File: src/rtl/reg_read_stage_pkg.sv
// Shared backend definitions for the register-read stage: widths, the exec
// packet handed to execute, the skid-buffer occupancy states and the operand
// select helper.
package reg_read_stage_pkg;

  localparam int unsigned PREG_W = 6;
  localparam int unsigned ROB_W  = 5;
  localparam int unsigned OPC_W  = 7;
  localparam int unsigned XLEN   = 32;

  typedef struct packed {
    logic              alu_en;
    logic [OPC_W-1:0]  opcode;
    logic [XLEN-1:0]   src1_val;
    logic [XLEN-1:0]   src2_val;
    logic [PREG_W-1:0] dst_preg;
    logic [ROB_W-1:0]  rob_idx;
  } exec_packet_t;

  // Occupancy of the out + skid register pair.
  typedef enum logic [1:0] {
    StEmpty = 2'd0,
    StOne   = 2'd1,
    StFull  = 2'd2
  } buf_state_e;

  // Operand priority: hardwired zero register, then same-cycle bypass, then regfile.
  function automatic logic [XLEN-1:0] select_operand(
    input logic [PREG_W-1:0] preg,
    input logic [XLEN-1:0]   rf_data,
    input logic              fwd_valid,
    input logic [PREG_W-1:0] fwd_preg,
    input logic [XLEN-1:0]   fwd_data
  );
    logic [XLEN-1:0] val;
    if (preg == '0) begin
      val = '0;
    end else if (fwd_valid && (fwd_preg == preg)) begin
      val = fwd_data;
    end else begin
      val = rf_data;
    end
    return val;
  endfunction

endpackage

File: src/rtl/reg_read_stage_skid_buf.sv
// Two-register (out + skid) valid/ready buffer of exec packets. The upstream
// ready comes straight from a register so it never depends on downstream ready.
// A flush empties both registers on the next edge.
module reg_read_stage_skid_buf
  import reg_read_stage_pkg::*;
(
  input  logic         clk,
  input  logic         rst,
  input  logic         flush_i,
  input  logic         in_valid_i,
  output logic         in_ready_o,
  input  exec_packet_t in_data_i,
  output logic         out_valid_o,
  input  logic         out_ready_i,
  output exec_packet_t out_data_o
);

  buf_state_e   state_q, state_d;
  exec_packet_t out_q, out_d;
  exec_packet_t skid_q, skid_d;

  logic in_fire;
  logic out_fire;

  assign out_valid_o = (state_q != StEmpty);
  assign in_ready_o  = (state_q != StFull) && !rst;
  assign out_data_o  = out_q;
  assign in_fire     = in_valid_i && in_ready_o;
  assign out_fire    = out_valid_o && out_ready_i;

  // Next occupancy and payload moves; flush overrides everything.
  always_comb begin
    state_d = state_q;
    out_d   = out_q;
    skid_d  = skid_q;
    if (flush_i) begin
      state_d = StEmpty;
    end else begin
      unique case (state_q)
        StEmpty: begin
          if (in_fire) begin
            state_d = StOne;
            out_d   = in_data_i;
          end
        end
        StOne: begin
          if (in_fire && out_fire) begin
            out_d = in_data_i;
          end else if (in_fire) begin
            state_d = StFull;
            skid_d  = in_data_i;
          end else if (out_fire) begin
            state_d = StEmpty;
          end
        end
        StFull: begin
          if (out_fire) begin
            state_d = StOne;
            out_d   = skid_q;
          end
        end
        default: state_d = StEmpty;
      endcase
    end
  end

  // State and payload registers.
  always_ff @(posedge clk or posedge rst) begin
    if (rst) begin
      state_q <= StEmpty;
      out_q   <= '0;
      skid_q  <= '0;
    end else begin
      state_q <= state_d;
      out_q   <= out_d;
      skid_q  <= skid_d;
    end
  end

endmodule

File: src/rtl/reg_read_stage.sv
// Register-read stage: reads both sources of an issued micro-op from the
// register file, applies the execute-result bypass, and hands a complete exec
// packet to execute through a registered-ready skid buffer.
module reg_read_stage
  import reg_read_stage_pkg::*;
(
  input  logic              clk,
  input  logic              rst,
  input  logic              iss_valid,
  output logic              iss_ready,
  input  logic              iss_alu_en,
  input  logic [OPC_W-1:0]  iss_opcode,
  input  logic [PREG_W-1:0] iss_src1_preg,
  input  logic [PREG_W-1:0] iss_src2_preg,
  input  logic              iss_use_imm,
  input  logic [XLEN-1:0]   iss_imm,
  input  logic [PREG_W-1:0] iss_dst_preg,
  input  logic [ROB_W-1:0]  iss_rob_idx,
  output logic [PREG_W-1:0] rf_rd1_addr,
  input  logic [XLEN-1:0]   rf_rd1_data,
  output logic [PREG_W-1:0] rf_rd2_addr,
  input  logic [XLEN-1:0]   rf_rd2_data,
  input  logic              fwd_valid,
  input  logic [PREG_W-1:0] fwd_preg,
  input  logic [XLEN-1:0]   fwd_data,
  input  logic              flush,
  output logic              ex_valid,
  input  logic              ex_ready,
  output logic              ex_alu_en,
  output logic [OPC_W-1:0]  ex_opcode,
  output logic [XLEN-1:0]   ex_src1_val,
  output logic [XLEN-1:0]   ex_src2_val,
  output logic [PREG_W-1:0] ex_dst_preg,
  output logic [ROB_W-1:0]  ex_rob_idx,
  output logic [XLEN-1:0]   perf_stall_cnt
);

  exec_packet_t iss_pkt;
  exec_packet_t ex_pkt;
  logic [XLEN-1:0] perf_q, perf_d;

  assign rf_rd1_addr = iss_src1_preg;
  assign rf_rd2_addr = iss_src2_preg;

  // Build the packet from the current issue; operands are frozen once captured.
  always_comb begin
    iss_pkt          = '0;
    iss_pkt.alu_en   = iss_alu_en;
    iss_pkt.opcode   = iss_opcode;
    iss_pkt.src1_val = select_operand(iss_src1_preg, rf_rd1_data, fwd_valid, fwd_preg, fwd_data);
    iss_pkt.src2_val = iss_use_imm ? iss_imm :
                       select_operand(iss_src2_preg, rf_rd2_data, fwd_valid, fwd_preg, fwd_data);
    iss_pkt.dst_preg = iss_dst_preg;
    iss_pkt.rob_idx  = iss_rob_idx;
  end

  reg_read_stage_skid_buf u_skid_buf (
    .clk         (clk),
    .rst         (rst),
    .flush_i     (flush),
    .in_valid_i  (iss_valid),
    .in_ready_o  (iss_ready),
    .in_data_i   (iss_pkt),
    .out_valid_o (ex_valid),
    .out_ready_i (ex_ready),
    .out_data_o  (ex_pkt)
  );

  assign ex_alu_en   = ex_pkt.alu_en;
  assign ex_opcode   = ex_pkt.opcode;
  assign ex_src1_val = ex_pkt.src1_val;
  assign ex_src2_val = ex_pkt.src2_val;
  assign ex_dst_preg = ex_pkt.dst_preg;
  assign ex_rob_idx  = ex_pkt.rob_idx;

  // Stall counter saturates instead of wrapping; flush does not touch it.
  always_comb begin
    perf_d = perf_q;
    if (ex_valid && !ex_ready && (perf_q != '1)) begin
      perf_d = perf_q + 32'd1;
    end
  end

  // Stall counter register.
  always_ff @(posedge clk or posedge rst) begin
    if (rst) begin
      perf_q <= '0;
    end else begin
      perf_q <= perf_d;
    end
  end

  assign perf_stall_cnt = perf_q;

endmodule
File: config.mk
export PLATFORM = sky130hd
export DESIGN_NAME = reg_read_stage
export DESIGN_NICKNAME = d
export VERILOG_FILES = /design/src/rtl/reg_read_stage_pkg.sv /design/src/rtl/reg_read_stage_skid_buf.sv /design/src/rtl/reg_read_stage.sv
export SDC_FILE = /design/constraint.sdc
export NUM_CORES = 1
export LEC_CHECK = 0
export BUFFER_PORTS_ARGS = -buffer_cell sky130_fd_sc_hd__buf_4
export CORE_MARGIN = 2
export CORE_UTILIZATION = 35
export DETAILED_ROUTE_END_ITERATION = 10
export GPL_ROUTABILITY_DRIVEN = 0
export PLACE_DENSITY = 0.67
export RECOVER_POWER = 50
export SYNTH_ARGS = -nofsm -noshare
export SYNTH_HDL_FRONTEND = slang
export SYNTH_HIERARCHICAL = 1
export SYNTH_SLANG_ARGS = --single-unit
File: constraint.sdc
create_clock -name clk -period 12.8 [get_ports clk]
set_input_delay 2.56 -clock clk [delete_from_list [all_inputs] [get_ports clk]]
set_output_delay 2.56 -clock clk [all_outputs]
set_load 0.03 [all_outputs]
==> impl_metrics.toml, run 1 <==
[setup_path]
crit_path_end_kind = "flip-flop"
r2r_slack_ns = 8.97
crit_path_start = "ex_ready"
r2r_end = "u_skid_buf/skid_q[44]"
reg2reg_from = "u_skid_buf/state_q[0]"
worstPathRequired_ns = 13.11
critPathArrivalTime_ns = 6.12
cp_max_fo = 43
r2r_cells = 4
crit_path_end = "u_skid_buf/skid_q[44]"
critPathLaunchType = "input pin"
crit_type = "in -> reg"

[floorplan]
die_area_mm2 = 0.0298
fp.dieW_um = 173
core_mm2 = 0.0279
start_util = 0.357
boundaryPins = 301
std_cell_rows = 61
die_h_um = 173

[synthesis]
synthCells = 919
ys.flop_type = "dfrtp_1"
yosysTopAreaCellShare = 0.503
ys_seq_area_frac = 0.503
synth.distinct_cells = 42
syn_area_mm2 = 0.00995
synth_area_leaders = "dfrtp_1 50%, mux2i_1 15%, mux2_1 6.8%"
synth_seq_cells = 200
async_flop_share = 1.00
synth_area_per_cell_um2 = 10.8
synth_area_leader_cell = "dfrtp_1"
syn_nets = 1092
synth-edff-count = 0
synth_warnings = 6

[route]
wl_per_cell_um = 17.1
drc = 0
wl_um = 26900
dr.pass1.iters = 6
vias = 7798
via_per_inst = 4.96
drt.antenna.violating_nets = 0
drtIter0Drc = 409

[power_and_ir_drop]
leakagePower_nw = 5.47
powerDensity_mw_per_mm2 = 142
ir_drop_mv = 0.0802
finalPower_mw = 1.80

[cts]
max-clock-path-buffers = 2
htree_levels = 4
cts_root_buf = "clkbuf_16"
cts_resized = 0
cts_hold_buffers = 0
cts_buffers = 17
path_clk_slew_ns = 0.08
postCtsSetupBuffers = 0
clkLatencyLatePin_ns = 0.44
clkSinkCount = 200
cts_tree = "yes"

[grt]
overflow = 0
antenna_found_initial = 0
grt_pass1_wl_um = 43400
grt_max_degree = 97
grt_use_total = 0.180
grt_pass1_vias = 8008

[sta]
fmax_mhz = 172
rsz0062_at_grt = "no"
maxSlewHeadroom = -1.83
hold_viol_final = 0
finalSetupTns_ns = 0
setup_viol = 0
fin_skew_ns = 0.0134
worst_slew_pin_slew_ns = 4.23
fin_crit_sh = 0.454
finalMaxSlewViolations = 188
holdWs_ns = 0.495
period_minus_slack_ns = 5.81

[place]
dp_hpwl_um = 18600
post-place-cells = 1540
dpl_cell_area_mm2 = 0.0125
port_buffers = 300

[flow_run]
cap_violations = 4

[final_layout]
design_area_mm2 = 0.0126
diodes = 0
drive_gt1_frac = 0.224
area_delta_synth_final_pct = 26.8
nets = 1354
stdcell_count = 1572

[worst_hold_path]
min_path_cells = 1
hold_class = "reg -> reg"

[outcome]
violations = "capacitance limit, slew limit"
status = "finished with violations"
## final cells by class
cell class                 instances  area [um2]
clock inverter                    15         174
multi-input combinational        648        4610
sequential                       200        5000
fill                            2786       15200
clock buffer                      17         425
inverter                           3        12.5
tap                              378         473
timing repair buffer             311        1920
## through the flow
step	util	worst slack, ns
6_report	0.453	6.99
4_1_cts	0.468	7.25
2_1_floorplan	-	5.69
3_3_place_gp	0.447	7.24
5_1_grt	0.453	6.18
3_5_place_dp	0.447	7.25
## metal layers
| layer | routed length (um) | GRT usage | part of all wire |
|---|---|---|---|
| met1 | 11900 | 0.228 | 0.44 |
| met2 | 12900 | 0.300 | 0.48 |
| met3 | 1730 | 0.0528 | 0.064 |
| met4 | 426 | 0.0531 | 0.016 |
| met5 | 0 | 0 | 0 |
## power by group
part | switching, mW | internal (mW)
clock network | 0.284 | 0.266
registers | 0.0657 | 0.746
logic | 0.287 | 0.147
## cells in the final DEF (no fill, tap or decap), types with 5 or more instances in the layout
cell / instances
nor2_1: 128
mux2_1: 60
a21oi_1: 84
mux2i_1: 148
and3_1: 5
nor3_1: 16
nand3_1: 18
xnor2_1: 14
xor2_1: 28
buf_4: 200
o21ai_0: 32
dfrtp_1: 200
nor4_1: 5
nand2_1: 48
clkbuf_16: 17
nand4_1: 11
clkbuf_1: 111
mux2_2: 24
## state kept, by name (all words and copies together) (netlist names)
name,count
u_skid_buf/state_q,2
u_skid_buf/out_data_o,83
u_skid_buf/skid_q,83
perf_stall_cnt,32
## worst max-delay path: stages
cell	delay [ns]
clkbuf_1	0.22
nor2_1	0.10
nand4b_1	0.10
clkbuf_1	1.88
buf_4	0.78
mux2_2	0.40
## cell families after synthesis
group,after synthesis,share of synthesized area
AO/OA/AOI/OAI,121,0.0639
XOR/XNOR,42,0.0370
flip-flops,200,0.503
buffers and inverters,71,0.0366
AND/OR/NAND/NOR,252,0.115
multiplexers,232,0.244
adder cells (fa/ha/maj),1,0.00126
## cell usage after synthesis, types with 2 or more instances
cell      count
dfrtp_1     200
mux2i_1     148
nor2_1      128
a21oi_1      84
mux2_1       60
nand2_1      48
buf_2        33
o21ai_0      32
xor2_1       28
mux2_2       24
clkbuf_1     20
nand3_1      18
nor3_1       17
xnor2_1      14
buf_4        13
nand4_1      11
and3_1        5
nor4_1        5
inv_1         3
nor2b_1       3
a21o_1        2
nor4_2        2
or2_2         2
## worst min-delay path by stage
stage	from	end
after floorplan	u_skid_buf/skid_q[0]	u_skid_buf/skid_q[0]
after global placement	u_skid_buf/skid_q[15]	u_skid_buf/skid_q[15]
after detailed placement	u_skid_buf/skid_q[66]	u_skid_buf/skid_q[66]
after CTS	u_skid_buf/skid_q[2]	u_skid_buf/skid_q[2]
after global routing	u_skid_buf/skid_q[2]	u_skid_buf/skid_q[2]
final	perf_stall_cnt[31]	perf_stall_cnt[31]
No activity file was read; power rests on OpenSTA's default activity.
==> run 2, diff against run 1 <==
--- a/config.mk
+++ b/config.mk
@@ -5,12 +5,13 @@
 export SDC_FILE = /design/constraint.sdc
 export NUM_CORES = 1
 export LEC_CHECK = 0
+export ABC_AREA = 1
 export BUFFER_PORTS_ARGS = -buffer_cell sky130_fd_sc_hd__buf_4
 export CORE_MARGIN = 2
 export CORE_UTILIZATION = 35
 export DETAILED_ROUTE_END_ITERATION = 10
 export GPL_ROUTABILITY_DRIVEN = 0
-export PLACE_DENSITY = 0.67
+export PLACE_DENSITY = 0.66
 export RECOVER_POWER = 50
 export SYNTH_ARGS = -nofsm -noshare
 export SYNTH_HDL_FRONTEND = slang
==> constraint.sdc (replaced) <==
create_clock -name clk -period 5.85 [get_ports clk]
set_input_delay 1.17 -clock clk [delete_from_list [all_inputs] [get_ports clk]]
set_output_delay 1.17 -clock clk [all_outputs]
set_load 0.03 [all_outputs]
==> run 2 against run 1 <==
Effect of this change: the run still ends with capacitance limit, slew limit left; routed wire length rose by 32%; worst setup slack got worse by 4.6 ns; critical endpoint is now u_skid_buf/skid_q[41]; die area up 13%; utilization shrank 0.83 points; global-route usage increased by 2.9 points; combinational power grew to 4.0 times the previous value; count of clock-buffer cells in the layout up 1; first-iteration DRC count is 89% higher; via count up 40%; clock skew grew 0.0015 ns.
==> impl_metrics.toml, run 2 <==
[cts]
clkLatencyLatePin_ns = 0.44
postCtsSetupBuffers = 0
clkSinkCount = 200
cts_resized = 0
cts_buffers = 17
path_clk_slew_ns = 0.08
htree_levels = 4
cts_root_buf = "clkbuf_16"
max-clock-path-buffers = 2
cts_tree = "yes"
cts_hold_buffers = 0

[final_layout]
final_cell_mix = "632 x nand2_1, 252 x buf_4, 200 x dfrtp_1"
final_common_cell = "nand2_1"
nets = 1999
area_delta_synth_final_pct = 25.1
fin_util = 0.445
drive_gt1_frac = 0.167
diodes = 0

[route]
drt.antenna.violating_nets = 0
vias = 10937
drc = 0
wl_per_cell_um = 15.9
wl_um = 35600
via_per_inst = 4.88
dr.pass1.iters = 5
drtIter0Drc = 773

[setup_path]
crit_chain = "inv_2 > nand2_4 > nand3_2 > nor3_4 > buf_4 > nand2_4 > buf_4 > nand2_1 > o21ai_0"
critPathLaunchType = "flip-flop"
slowest_stage = "nand2_4"
crit_path_max_incr_delay_ns = 0.62
worstPathRequired_ns = 6.15
cp_max_fo = 90
crit_path_end_kind = "flip-flop"
critPathArrivalTime_ns = 3.79
crit_type = "reg -> reg"

[synthesis]
synth.distinct_cells = 33
synth-edff-count = 0
synth.most_common_cell = "nand2_1"
synth_area_per_cell_um2 = 7.06
synth_area_leader_cell = "dfrtp_1"
ys_seq_area_frac = 0.445
yosysTopAreaCellShare = 0.445
syn_nets = 1765
async_flop_share = 1.00
synthCells = 1592
synth_fa_ha_area_frac = 0.00111
synth_mux_area_frac = 0.0356
synth_area_leaders = "dfrtp_1 45%, nand2_1 21%, o21ai_0 6.5%"
synthTopCellsByCount = "632 x nand2_1, 200 x dfrtp_1, 147 x o21ai_0"
synth-xor-area-share = 0.0125
synth_top_family_by_area = "simple AND/OR/NAND/NOR gates"
synth_warnings = 6
ys.flop_type = "dfrtp_1"
synth_compound_area_frac = 0.0807
synthSimpleGateAreaFrac = 0.332
syn_area_mm2 = 0.0112
synth_seq_cells = 200

[sta]
finalMaxSlewViolations = 33
fin_skew_ns = 0.0148
fmax_mhz = 287
hold_viol_final = 0
maxSlewHeadroom = -0.158
period_minus_slack_ns = 3.49
finalSetupTns_ns = 0
rsz0062_at_grt = "no"
fin_crit_sh = 0.596
worst_slew_pin_slew_ns = 1.74
setup_viol = 0
fin_ws_ns = 2.36

[place]
pre_cts_ws_ns = 1.99
dp_hpwl_um = 25400
port_buffers = 300

[floorplan]
fp.dieW_um = 183
start_util = 0.355
die_h_um = 183
die_area_mm2 = 0.0336
std_cell_rows = 65
boundaryPins = 301
core_mm2 = 0.0316

[flow_run]
cap_violations = 1

[grt]
antenna_found_initial = 0
grt_pass1_wl_um = 55400
grt_use_total = 0.210
grt_max_degree = 170
grt_pass1_vias = 10236
overflow = 0

[power_and_ir_drop]
ir_drop_mv = 0.196
powerDensity_mw_per_mm2 = 373
leakagePower_nw = 7.86

[outcome]
violations = "capacitance limit, slew limit"
status = "finished with violations"

[worst_hold_path]
hold_class = "reg -> reg"
## run 2: changes by cell type after synthesis, sizes merged, moves of 18 or more
cell,before,now
nand2,48,638
inv,3,148
o21ai,32,175
mux2i,148,40
mux2,84,0
a21oi,84,2
nand3,18,84
nand4,12,39
clkbuf,20,44
xor2,28,10
## run 2: cell families after synthesis
logic type,count (synthesis)
XOR/XNOR,16
adder cells (fa/ha/maj),1
flip-flops,200
buffers and inverters,247
multiplexers,40
AND/OR/NAND/NOR,908
AO/OA/AOI/OAI,180
## run 2: path summary, 6_finish.rpt
path / startpoint / to / slack, ns / cells after the start
worst max-delay path: u_skid_buf/state_q[0] / u_skid_buf/skid_q[41] / 2.36 / 9
worst min-delay path: u_skid_buf/skid_q[50] / u_skid_buf/skid_q[50] / 0.47 / 2
worst max register to register: u_skid_buf/state_q[0] / u_skid_buf/skid_q[41] / 2.36 / 9
worst min register to register: u_skid_buf/skid_q[50] / u_skid_buf/skid_q[50] / 0.47 / 2
max in group asynchronous: rst / perf_stall_cnt[23] / 3.47 / 3
min in group asynchronous: rst / u_skid_buf/out_data_o[76] / 0.99 / 3
## run 2: critical path, delay by kind of cell (launching register included)
family | cells | cell delay, ns
simple gates | 5 | 1.61
buf+inv | 3 | 1.11
flops | 1 | 0.45
compound gates | 1 | 0.07
## run 2: report_power, final
part | internal (mW) | switching, mW
Clock | 0.708 | 0.596
Sequential | 1.88 | 0.305
Combinational | 0.545 | 1.21
Total | 3.13 | 2.11
## run 2: per-stage QoR
stage | instance area (um2) | power (mW) | instances | hold slack (ns)
6_report | 14100 | 5.24 | 2241 | 0.472
4_1_cts | 14300 | 5.45 | 2240 | 0.477
3_5_place_dp | 13700 | 4.13 | 2208 | 0.457
3_3_place_gp | 13700 | 4.08 | 2208 | 0.452
2_1_floorplan | 11200 | 3.33 | 1592 | 0.441
5_1_grt | 14100 | 5.57 | 2241 | 0.493
## run 2: layout make-up
cell class	instances	area, um2
fillers	3280	17600
clock buffers	18	439
clock inverters	14	206
repair buffers	313	2160
well taps	402	503
inverters	149	563
multi-input cells	1145	5190
flip-flops and latches	200	5000
## run 2: layer usage
metal / vias up / GRT usage / wire length (um)
li1: 5452 / - / -
met1: 5070 / 0.264 / 15300
met2: 362 / 0.352 / 17200
met3: 53 / 0.0459 / 2040
met4: 0 / 0.0800 / 1130
met5: - / 0 / 0
==> run 3, diff against run 2 <==
--- a/config.mk
+++ b/config.mk
@@ -5,13 +5,13 @@
 export SDC_FILE = /design/constraint.sdc
 export NUM_CORES = 1
 export LEC_CHECK = 0
-export ABC_AREA = 1
+export ABC_AREA = 0
 export BUFFER_PORTS_ARGS = -buffer_cell sky130_fd_sc_hd__buf_4
 export CORE_MARGIN = 2
 export CORE_UTILIZATION = 35
 export DETAILED_ROUTE_END_ITERATION = 10
 export GPL_ROUTABILITY_DRIVEN = 0
-export PLACE_DENSITY = 0.66
+export PLACE_DENSITY = 0.67
 export RECOVER_POWER = 50
 export SYNTH_ARGS = -nofsm -noshare
 export SYNTH_HDL_FRONTEND = slang
==> constraint.sdc (replaced) <==
create_clock -name clk -period 3.3 [get_ports clk]
set_input_delay 0.66 -clock clk [delete_from_list [all_inputs] [get_ports clk]]
set_output_delay 0.66 -clock clk [all_outputs]
set_load 0.03 [all_outputs]
==> run 3 against run 2 <==
Effect of this change: the flow still finishes with violations (capacitance limit, slew limit); first-iteration DRC count shrank 46%; non-clock buffer count is 8 higher; sequential power rose by 45%; final cell count fell by 29%; utilization grew 2.1 points; sequential cell count unchanged; via count down 29%; design area is 7.7% lower; die area decreased by 11%; sequential share of layout area rose by 3.0 points.
==> impl_metrics.toml, run 3 (synthesis gave the netlist of run 1 again) <==
[outcome]
status = "finished with violations"
violations = "capacitance limit, slew limit"

[cts]
clkSinkCount = 200
clkLatencyLatePin_ns = 0.43
max-clock-path-buffers = 2
postCtsSetupBuffers = 0
path_clk_slew_ns = 0.08
cts_resized = 0
cts_buffers = 17
cts_hold_buffers = 0
cts_root_buf = "clkbuf_16"
cts_tree = "yes"
htree_levels = 4

[route]
drt.antenna.violating_nets = 0
dr.pass1.iters = 4
drc = 0
vias = 7763
via_per_inst = 4.91
wl_per_cell_um = 17.3
drtIter0Drc = 421
wl_um = 27300

[power_and_ir_drop]
leakagePower_nw = 5.74
powerDensity_mw_per_mm2 = 548
ir_drop_mv = 0.327

[sta]
maxSlewHeadroom = -0.143
fmax_mhz = 381
holdWs_ns = 0.425
finalMaxSlewViolations = 33
finalSetupTns_ns = 0
rsz0062_at_grt = "no"
worst_slew_pin_slew_ns = 1.71
fin_skew_ns = 0.0129
setup_viol = 0
period_minus_slack_ns = 2.62
fin_crit_sh = 0.795
hold_viol_final = 0

[floorplan]
std_cell_rows = 61
start_util = 0.357
die_area_mm2 = 0.0298
boundaryPins = 301
core_mm2 = 0.0279
die_h_um = 173
fp.dieW_um = 173

[setup_path]
crit_path_end_kind = "flip-flop"
reg2reg_from = "perf_stall_cnt[0]"
worstPathRequired_ns = 3.62
crit_path_max_incr_delay_ns = 0.55
r2r_end = "perf_stall_cnt[1]"
r2r_slack_ns = 0.68
slowest_stage = "or4_4"
crit_chain = "ha_1 > nand4_2 > or4_4 > o31ai_4 > buf_4 > mux2_1"
critPathArrivalTime_ns = 2.95
r2r_cells = 6
critPathLaunchType = "flip-flop"
crit_type = "reg -> reg"
cp_max_fo = 9

[final_layout]
final_cell_mix = "249 x buf_4, 200 x dfrtp_1, 148 x mux2i_1"
area_delta_synth_final_pct = 30.4
diodes = 0
num-fill-cells = 2685
drive_gt1_frac = 0.269
nets = 1364
final_common_cell = "buf_4"

[grt]
grt_use_total = 0.186
overflow = 0
grt_pass1_wl_um = 44500
grt_pass1_vias = 8148
grt_max_degree = 169
antenna_found_initial = 0

[worst_hold_path]
hp-start = "flush"
min_path_cells = 2
hold_class = "in -> reg"
worst_hold_path.endpoint = "u_skid_buf/state_q[0]"

[place]
port_buffers = 300
dp_hpwl_um = 19400

[flow_run]
cap_violations = 1
[run 3: how the worst max path moves through the flow]
stage | to | startpoint
global placement | u_skid_buf/skid_q[60] | rst
floorplan | u_skid_buf/out_data_o[0] | rst
CTS | perf_stall_cnt[1] | perf_stall_cnt[0]
global route | perf_stall_cnt[1] | perf_stall_cnt[0]
finish | perf_stall_cnt[1] | perf_stall_cnt[0]
detailed placement | u_skid_buf/skid_q[60] | rst
[run 3: per-stage QoR]
step                instance area, um2  power [mW]  utilization  setup WS [ns]  std cells
floorplan                         9960        4.29            -          0.499        919
global placement                 12600        5.08        0.453          0.702       1550
detailed placement               12600        5.13        0.453          0.631       1550
CTS                              13200        7.35        0.475          0.706       1582
global route                     13000        7.50        0.466          0.531       1582
finish                           13000        7.12        0.466          0.676       1582
[run 3: cell type report]
| cell class | count | area, um2 | area share |
|---|---|---|---|
| Inverter | 3 | 15.0 | 0.00116 |
| Tap cell | 378 | 473 | 0.0364 |
| Clock buffer | 18 | 439 | 0.0338 |
| Sequential cell | 200 | 5000 | 0.386 |
| Clock inverter | 14 | 174 | 0.0134 |
| Multi-Input combinational cell | 648 | 4620 | 0.356 |
| Timing Repair Buffer | 321 | 2250 | 0.174 |
[run 3: worst max-delay path, delay by kind of cell (launching register included)]
kind / cells / cell delay (ns)
adders and majority gates: 1 / 0.31
muxes: 1 / 0.33
and+or+nand+nor: 2 / 0.74
buffers and inverters: 1 / 0.26
DFF: 1 / 0.45
AOI/OAI and AO/OA: 1 / 0.42
[run 3: power by group]
part / switching, mW / leakage, nW / total (mW) / internal, mW
Sequential: 0.264 / 2.47 / 3.16 / 2.89
Clock: 1.07 / 0.301 / 2.18 / 1.12
Combinational: 1.12 / 2.96 / 1.78 / 0.665
[run 3: layer usage]
layer  vias up  track usage  routed length (um)
met1      3831        0.241               12300
met2       181        0.317               13400
met5         -            0                   0
met3        11       0.0442                1450
li1       3740            -                   -
met4         0       0.0381                 198
